File: config.mk
export PLATFORM = sky130hd
export DESIGN_NAME = ldr_input_conditioner
export DESIGN_NICKNAME = d
export VERILOG_FILES = /design/src/rtl/ldr_input_conditioner.sv
export SDC_FILE = /design/constraint.sdc
export NUM_CORES = 1
export LEC_CHECK = 0
export BUFFER_PORTS_ARGS = -buffer_cell sky130_fd_sc_hd__buf_4
export CAP_MARGIN = 5
export CORE_MARGIN = 8
export CORE_UTILIZATION = 59
export CTS_CLUSTER_DIAMETER = 60
export DETAILED_ROUTE_END_ITERATION = 12
export GPL_TIMING_DRIVEN = 0
export MAX_ROUTING_LAYER = met4
export PLACE_DENSITY = 0.78
export SYNTH_ARGS = -nofsm -noshare
export SYNTH_HDL_FRONTEND = slang
export SYNTH_SLANG_ARGS = --single-unit
File: constraint.sdc
create_clock -name CLOCK_50 -period 2.1 [get_ports CLOCK_50]
set_input_delay 0.42 -clock CLOCK_50 [delete_from_list [all_inputs] [get_ports CLOCK_50]]
set_output_delay 0.42 -clock CLOCK_50 [all_outputs]
set_load 0.005 [all_outputs]
File: src/rtl/ldr_input_conditioner.sv
`default_nettype none
// ============================================================================
// Module   : ldr_input_conditioner
// Purpose  : Front end for the three LDR comparator pins. Each pin is
//            synchronised into CLOCK_50 and debounced by its own stable-time
//            counter. The stage outputs clean levels and one-cycle rise/fall
//            strobes. It also keeps a saturating count of background-LDR
//            (jump) rising events.
// Ports    : CLOCK_50   - 50 MHz system clock, rising edge
//            RESET      - synchronous active-high reset
//            GPILDR1..3 - raw asynchronous comparator inputs
//            COUNT_CLR  - synchronous clear of JUMP_COUNT
//            LDR_CLEAN  - debounced levels, bit0=GPILDR1 .. bit2=GPILDR3
//            LDR_RISE   - one-cycle strobe on CLEAN 0->1, per channel
//            LDR_FALL   - one-cycle strobe on CLEAN 1->0, per channel
//            JUMP_COUNT - saturating count of LDR_RISE[0] events
// Revision : 1.0 - initial release
// ============================================================================
module ldr_input_conditioner #(
    parameter int DEBOUNCE_CYCLES = 50000,
    parameter int CNT_W           = 16,
    parameter int EVT_W           = 8
) (
    input  logic             CLOCK_50,
    input  logic             RESET,
    input  logic             GPILDR1,
    input  logic             GPILDR2,
    input  logic             GPILDR3,
    input  logic             COUNT_CLR,
    output logic [2:0]       LDR_CLEAN,
    output logic [2:0]       LDR_RISE,
    output logic [2:0]       LDR_FALL,
    output logic [EVT_W-1:0] JUMP_COUNT
);

    // The counter reaches this value on the last cycle before CLEAN is allowed to follow.
    localparam logic [CNT_W-1:0] c_TERM_CNT = CNT_W'(DEBOUNCE_CYCLES - 1);
    localparam logic [EVT_W-1:0] c_EVT_MAX  = '1;

    logic [2:0]       w_raw;
    logic [2:0]       s1_q;
    logic [2:0]       s2_q;
    logic [2:0]       clean_q;
    logic [2:0]       clean_d;
    logic [2:0]       rise_q;
    logic [2:0]       rise_d;
    logic [2:0]       fall_q;
    logic [2:0]       fall_d;
    logic [EVT_W-1:0] jump_q;
    logic [EVT_W-1:0] jump_d;

    assign w_raw = {GPILDR3, GPILDR2, GPILDR1};

    // Synchroniser plus registered debounce outputs shared by all channels.
    always_ff @(posedge CLOCK_50) begin
        if (RESET) begin
            s1_q    <= '0;
            s2_q    <= '0;
            clean_q <= '0;
            rise_q  <= '0;
            fall_q  <= '0;
            jump_q  <= '0;
        end else begin
            s1_q    <= w_raw;
            s2_q    <= s1_q;
            clean_q <= clean_d;
            rise_q  <= rise_d;
            fall_q  <= fall_d;
            jump_q  <= jump_d;
        end
    end

    // Per-channel stable-time debounce. Whenever the input matches CLEAN, the count restarts from zero.
    generate
        for (genvar i = 0; i < 3; i++) begin : g_ch
            logic [CNT_W-1:0] cnt_q;
            logic [CNT_W-1:0] cnt_d;
            logic             ch_clean_d;
            logic             ch_rise_d;
            logic             ch_fall_d;

            always_comb begin
                cnt_d      = '0;
                ch_clean_d = clean_q[i];
                ch_rise_d  = 1'b0;
                ch_fall_d  = 1'b0;
                if (s2_q[i] != clean_q[i]) begin
                    if (cnt_q == c_TERM_CNT) begin
                        ch_clean_d = s2_q[i];
                        ch_rise_d  = s2_q[i];
                        ch_fall_d  = ~s2_q[i];
                    end else begin
                        cnt_d = cnt_q + CNT_W'(1);
                    end
                end
            end

            always_ff @(posedge CLOCK_50) begin
                if (RESET) begin
                    cnt_q <= '0;
                end else begin
                    cnt_q <= cnt_d;
                end
            end

            assign clean_d[i] = ch_clean_d;
            assign rise_d[i]  = ch_rise_d;
            assign fall_d[i]  = ch_fall_d;
        end
    endgenerate

    // The count advances on the same edge that registers RISE[0], so it already includes that event while the strobe is high.
    // If a clear arrives in that same cycle, the clear takes priority.
    always_comb begin
        jump_d = jump_q;
        if (COUNT_CLR) begin
            jump_d = '0;
        end else if (rise_d[0] && (jump_q != c_EVT_MAX)) begin
            jump_d = jump_q + EVT_W'(1);
        end
    end

    assign LDR_CLEAN  = clean_q;
    assign LDR_RISE   = rise_q;
    assign LDR_FALL   = fall_q;
    assign JUMP_COUNT = jump_q;

endmodule
`default_nettype wire

* Yosys cells after proc, flatten, opt, wreduce, memory -nomap -nowiden *
Cells that the tools add are included.

word-level totals
  register bits after elaboration = 71
  input port bits = 6
  word-level logic and storage cells = 48

operators by class
  add/subtract/negate cells = 4
  equality and inequality tests = 7
  muxes and demuxes = 2
  bitwise operators = 9
  reduce and logical (&&, ||, !) cells = 11

operators by type and width
  operator               count
  $add 16x1->16 const B  3
  $eq 16x16->1 const B   3
  $reduce_or 3->1        6
  $not 1->1              9
  $add 8x1->8 const B    1
  $ne 8x8->1 const B     1
  $reduce_and 2->1       3
  $ne 1x1->1             3
  $mux 1                 2
  $reduce_or 2->1        1
  $logic_and 1x1->1      1

* Longest topological paths before layout *
Gate-level depths: netlist of run 1.

  depth in word-level cells = 4
  gate-level depth with buffers = 7
  depth with buffers taken out = 5

* Least setup slack after synthesis of run 1 *
OpenSTA, ideal clock, no wires.

  path kind = register to register
  start = reg g_ch[0].cnt_q[0]
  end = reg jump_q[3] (netlist: JUMP_COUNT[3])
  arrival time = 1.605 ns
  slack = 0.425 ns
  cell stages (with the launch flop) = 6
  path buffers = 0
  clock period less this slack = 1.675 ns
  path through = dfxtp_1 > ha_1 > nand3_1 > nand4b_2 > or4_1 > a21oi_1

between the ends
  cells in the longest elaborated chain, start to end = 4

ends and longest elaborated chain
  item                    line  source
  from (decl)             76    logic [CNT_W-1:0] cnt_q;
  from (signal assigned)  102   cnt_q <= cnt_d;
  $eq 16x16->1            88    if (cnt_q == c_TERM_CNT) begin
  $mux 1                  88
  $mux 1                  87    if (s2_q[i] != clean_q[i]) begin
  $logic_and 1x1->1       118   end else if (rise_d[0] && (jump_q != c_EVT_MAX)) begin
  to (signal assigned)    69    jump_q <= jump_d;
  to (decl)               49    logic [EVT_W-1:0] jump_q;

Every way passes these cells.
A chain may end at the register's enable or synchronous reset.

* Worst setup path after layout of run 1 *
  start = reg g_ch[0].cnt_q[0]
  end = reg jump_q[2] (netlist: JUMP_COUNT[2])

The elaborated chain is that of the path after synthesis.

==> qor.csv, run 1 <==
metric;value;unit
synth.most_common_cell;dfxtp_1;
ys_seq_area_share;46.5;%
rr_startpoint;g_ch[0].cnt_q[0]$_SDFF_PP0_;
dieArea;7740;µm²
critPathMaxFanout;7;
critPathLaunch;g_ch[0].cnt_q[0]$_SDFF_PP0_;
yosysTopAreaCell;dfxtp_1;
grt-ovfl-total;0;
clock_skew;0.00775;ns
hpwlAfterDp;4.09;mm
rows;26;
ant_nets;0;
synthFlopType;dfxtp_1;
via_count;2516;
grt_pass1_vias;2306;
relSlewSlack;67.8;%
fp.dieH;88.0;µm
root_buffer;clkbuf_8;
powerDensity;732;nW/µm²
clkTransAtPathRegs;0.07;ns
setup_tns;0;ns
dpl_cell_area;3300;µm²
synth-seq-cells;71;
setup_viol;0;
dpl.cell_count;427;
reg2reg_slack;0.16;ns
async_flop_share;0;%
clk_latency;0.34;ns
worstReg2RegEnd;JUMP_COUNT[2]$_SDFFE_PP0P_;
n_antenna_cell;0;
crit_required;2.35;ns
layout_min_cycle_time;1.94;ns
cts_buffer_depth;2;
p_leak;1.23;nW
synth-warning-count;0;
status;complete, no violations;
power.total;2.60;mW
holdCritPathClass;input port to register;
arrival;2.19;ns
fin_crit_sh;92.4;%
synth_edf_count;0;
tritoncts;done;
final-instance-count-excl-fill;444;
cap_violations;0;
clock_sinks;71;
startpoint_type;register;
drt-total-wl;6.08;mm
r2r_cells;6;
synth_top_cell_area_share;46.5;%
final_area;3550;µm²
wire_per_inst;13.7;µm
routed_via_density;5.67;
area_growth_syn_to_layout;16.1;%
nNetsFinal;379;
antenna_found_initial;0;
syn_avg_cell_area;9.10;µm²
holdWs;0.290;ns
synth_common_cells;dfxtp_1 (71), nor2_1 (46), xor2_1 (21);
hold_viol_final;0;
io_pins;23;
synth_fp_nets;346;
place_worst_setup_slack;0.0531;ns
syn_inst;336;
end_kind;register;
finalWeightedCongestion;0.897;
path_class;register to register;
fin_util;70.4;%
yosys-top-cells-area;dfxtp_1 (46%), xor2_1 (6.0%), nor2_1 (5.6%);
grt_pass1_wl;10.3;mm
fmax;515;MHz
initial_core_util;60.6;%
cts_max_level;3;
drt_iter0_drc;119;
worst_slack;0.159;ns
fp.dieW;88.0;µm
grt_setup_unrepaired;no;
drtPass1Iterations;4;
cts_buffers;9;
finalMaxSlewViolations;0;
final_layout_size_suffix_gt1_share;13.4;%
core_area;5040;µm²
critPathCapture;JUMP_COUNT[2]$_SDFFE_PP0P_;
grt_max_degree;13;
synth_cell_type_count;42;
drc;0;
tightest_slew;0.477;ns
ir_drop;0.462;mV
port-buffer-count;21;
grt_usage;17.3;%
netlist_area;3060;µm²
timing repair:
action,CTS,global route
hold buffers,0,0
endpoints found under the setup margin,0,36
resized for setup,0,7
buffers inserted,0,1
routing by layer:
metal  wire length (µm)  up-vias  track usage, %
met5                  0        -               -
met4                143        0            10.5
met3                244       13            4.22
met2               2770       51            25.3
met1               2910     1172            21.1
li1                   -     1280               -
cells in the final DEF, fill, tap and decap left out, drive strengths merged, types with 7 or more instances in the layout:
master,count
nor3,14
clkbuf,19
nand3,19
nor2b,10
xor2,21
o31ai,7
nand4,16
nor2,46
dfxtp,71
buf,26
xnor2,16
and3,13
nand2,12
or4,7
a21oi,14
o21ai,7
logic make-up (layout without fill, tap and decap cells):
family | Yosys count | in the layout | share of synthesized area (%)
buffers and inverters | 17 | 55 | 2.17
and+or+nand+nor | 170 | 170 | 31.6
AOI/OAI and AO/OA | 35 | 35 | 6.83
DFF | 71 | 71 | 46.5
muxes | 2 | 2 | 0.655
adders and majority gates | 4 | 4 | 1.64
xor gates and xnor gates | 37 | 37 | 10.6
state kept, by name, indices dropped and copies added (netlist names):
name / count
LDR_RISE: 3
s1_q: 3
s2_q: 3
LDR_FALL: 3
JUMP_COUNT: 8
g_ch.cnt_q: 48
LDR_CLEAN: 3
final cells by class:
type                       instances  area, µm²
clock buffer                      10        138
clock inverter                     6       83.8
multi-input combinational        248       1590
timing repair buffer              22        165
inverter                           4       15.0
sequential                        71       1420
fill                             400       1490
buffer                            13       53.8
tap                               70       87.6
worst min path at each step:
stage	slack [ns]	endpoint	startpoint	depth (start not counted)
6_report	0.29	s1_q[0]$_SDFF_PP0_	GPILDR1	2
5_1_grt	0.29	s1_q[0]$_SDFF_PP0_	GPILDR1	2
4_1_cts	0.28	s1_q[0]$_SDFF_PP0_	GPILDR1	2
3_5_place_dp	0.43	s2_q[0]$_SDFF_PP0_	s1_q[0]$_SDFF_PP0_	1
3_3_place_gp	0.42	s2_q[0]$_SDFF_PP0_	s1_q[0]$_SDFF_PP0_	1
2_1_floorplan	0.41	g_ch[1].cnt_q[0]$_SDFF_PP0_	g_ch[1].cnt_q[0]$_SDFF_PP0_	1
report_power, final:
part           switching, mW  internal [mW]  leakage (nW)
Combinational         0.0236         0.0141         0.538
Sequential           0.00417           1.35         0.573
Clock                  0.508          0.697         0.116
worst max-delay path, cell delays in order, from the launching register on:
cell and delay [ns]:
dfxtp_1 0.38, ha_1 0.25, nand3_1 0.22, and4b_1 0.33, clkbuf_1 0.28, a31oi_1 0.13
a311oi_1 0.26
(Power assumes the default switching activity.)
==> run 2: changes to the inputs <==
--- a/config.mk
+++ b/config.mk
@@ -8,12 +8,11 @@
 export BUFFER_PORTS_ARGS = -buffer_cell sky130_fd_sc_hd__buf_4
 export CAP_MARGIN = 5
 export CORE_MARGIN = 8
-export CORE_UTILIZATION = 59
+export CORE_UTILIZATION = 30
 export CTS_CLUSTER_DIAMETER = 60
 export DETAILED_ROUTE_END_ITERATION = 12
 export GPL_TIMING_DRIVEN = 0
 export MAX_ROUTING_LAYER = met4
-export PLACE_DENSITY = 0.78
 export SYNTH_ARGS = -nofsm -noshare
 export SYNTH_HDL_FRONTEND = slang
 export SYNTH_SLANG_ARGS = --single-unit
==> qor.csv, run 2 (synthesis gave the netlist of run 1 again) <==
metric;value;unit;change
grt_pass1_vias;2326;;was 2306
antenna_found_initial;0;;unchanged
startpoint_type;register;;unchanged
final_cell_mix;dfxtp_1 (71), nor2_1 (46), buf_4 (22);;unchanged
final_area;3590;µm²;was 3550 µm²
worst_slack;0.171;ns;was 0.159 ns
finalWeightedCongestion;0.802;;was 0.897
arrival;2.18;ns;was 2.19 ns
grt_pass1_wl;10.6;mm;was 10.3 mm
relSlewSlack;65.6;%;was 67.8%
nNetsFinal;378;;was 379
drt_iter0_drc;137;;was 119
largest_reg_flops;48;;unchanged
grt_max_degree;15;;was 13
setup_viol;0;;unchanged
area_growth_syn_to_layout;17.3;%;was 16.1%
end_kind;register;;unchanged
cts_max_level;3;;unchanged
routed_via_density;4.78;;was 5.67
cts_buffer_depth;2;;unchanged
fin_crit_sh;91.9;%;was 92.4%
setup_tns;0;ns;unchanged
critPathMaxFanout;7;;unchanged
powerDensity;658;nW/µm²;was 732 nW/µm²
core_area;10100;µm²;was 5040 µm²
tightest_slew;0.516;ns;was 0.477 ns
ir_drop;0.344;mV;was 0.462 mV
io_pins;23;;unchanged
status;complete, no violations;;unchanged
port-buffer-count;21;;unchanged
via_count;2432;;was 2516
crit_required;2.35;ns;about the same
p_leak;1.19;nW;was 1.23 nW
grt-ovfl-total;0;;unchanged
finalMaxSlewViolations;0;;unchanged
n_antenna_cell;0;;unchanged
final_common_cell;dfxtp_1;;unchanged
drtPass1Iterations;4;;unchanged
cts_buffers;9;;unchanged
initial_core_util;30.3;%;was 60.6%
path_class;register to register;;unchanged
grt_usage;9.89;%;was 17.3%
clk_latency;0.34;ns;about the same
hpwlAfterDp;4.47;mm;was 4.09 mm
cap_violations;0;;unchanged
power.total;2.36;mW;was 2.60 mW
ant_nets;0;;unchanged
place_worst_setup_slack;-0.00682;ns;was 0.0531 ns
regMostFlops;g_ch.cnt_q;;unchanged
rows;37;;was 26
fp.dieH;117;µm;was 88.0 µm
dpl_cell_area;3390;µm²;was 3300 µm²
hold_viol_final;0;;unchanged
dieArea;13700;µm²;was 7740 µm²
drt-total-wl;6.36;mm;was 6.08 mm
final_layout_size_suffix_gt1_share;13.1;%;was 13.4%
clkTransAtPathRegs;0.07;ns;about the same
fp.dieW;117;µm;was 88.0 µm
fmax;518;MHz;was 515 MHz
clock_skew;0.00632;ns;was 0.00775 ns
fin_util;35.5;%;was 70.4%
tritoncts;done;;unchanged
wire_per_inst;12.5;µm;was 13.7 µm
holdCritPathClass;input port to register;;unchanged
clock_sinks;71;;unchanged
layout_min_cycle_time;1.93;ns;was 1.94 ns
drc;0;;unchanged
root_buffer;clkbuf_8;;unchanged
==> run 2: cell types whose count changed in the layout (fill, tap and decap cells not counted) <==
| cell | before | now |
|---|---|---|
| clkbuf_1 | 7 | 8 |
| clkinv_2 | 3 | 2 |
| clkbuf_2 | 2 | 1 |
| nor4b_1 | 4 | 3 |
| bufinv_16 | 2 | 0 |
| nor4b_2 | 0 | 1 |
| clkinvlp_4 | 0 | 2 |
==> run 2: path summary, 6_finish.rpt <==
check	depth (start not counted)	slack, ns	startpoint	endpoint
setup / recovery	6	0.17	g_ch[0].cnt_q[0]$_SDFF_PP0_	JUMP_COUNT[2]$_SDFFE_PP0P_
setup reg to reg	6	0.17	g_ch[0].cnt_q[0]$_SDFF_PP0_	JUMP_COUNT[2]$_SDFFE_PP0P_
hold / removal	2	0.30	GPILDR2	s1_q[1]$_SDFF_PP0_
hold reg to reg	1	0.44	s1_q[0]$_SDFF_PP0_	s2_q[0]$_SDFF_PP0_
==> run 2: layout make-up <==
| cell class | count | area [µm²] |
|---|---|---|
| buffer | 12 | 48.8 |
| clock buffer | 11 | 141 |
| inverter | 4 | 15.0 |
| multi-input combinational | 248 | 1590 |
| tap | 136 | 170 |
| timing repair buffer | 22 | 165 |
| fill | 1083 | 6500 |
| clock inverter | 5 | 33.8 |
| sequential | 71 | 1420 |
==> run 2: power by group <==
group	total (mW)	leakage (nW)	switching (mW)	internal [mW]
clock network	0.967	0.0853	0.508	0.459
registers	1.36	0.573	0.00432	1.35
logic	0.0379	0.536	0.0240	0.0138
==> run 2: worst max-delay path, stage by stage (launching register included) <==
cell,delay (ns)
dfxtp_1,0.37
ha_1,0.24
nand3_1,0.24
and4b_1,0.35
clkbuf_1,0.25
a31oi_1,0.13
a311oi_1,0.25
==> run 2: repair_timing <==
item,4_1_cts,5_1_grt
resized for setup,0,6
pin swaps,0,1
endpoints found under the setup margin,9,26
setup buffers,0,1
hold buffers,0,0
==> run 2: stage by stage <==
step                std cells  hold slack, ns
floorplan                 336           0.413
global placement          493           0.421
detailed placement        493           0.423
CTS                       508           0.282
global route              509           0.287
finish                    509           0.295
==> run 2: routing by layer <==
layer,GRT usage (%),up-vias,routed length (µm)
li1,-,1266,-
met1,13.0,1120,3380
met2,14.1,39,2730
met3,2.41,7,177
met4,4.44,0,73
met5,-,-,0
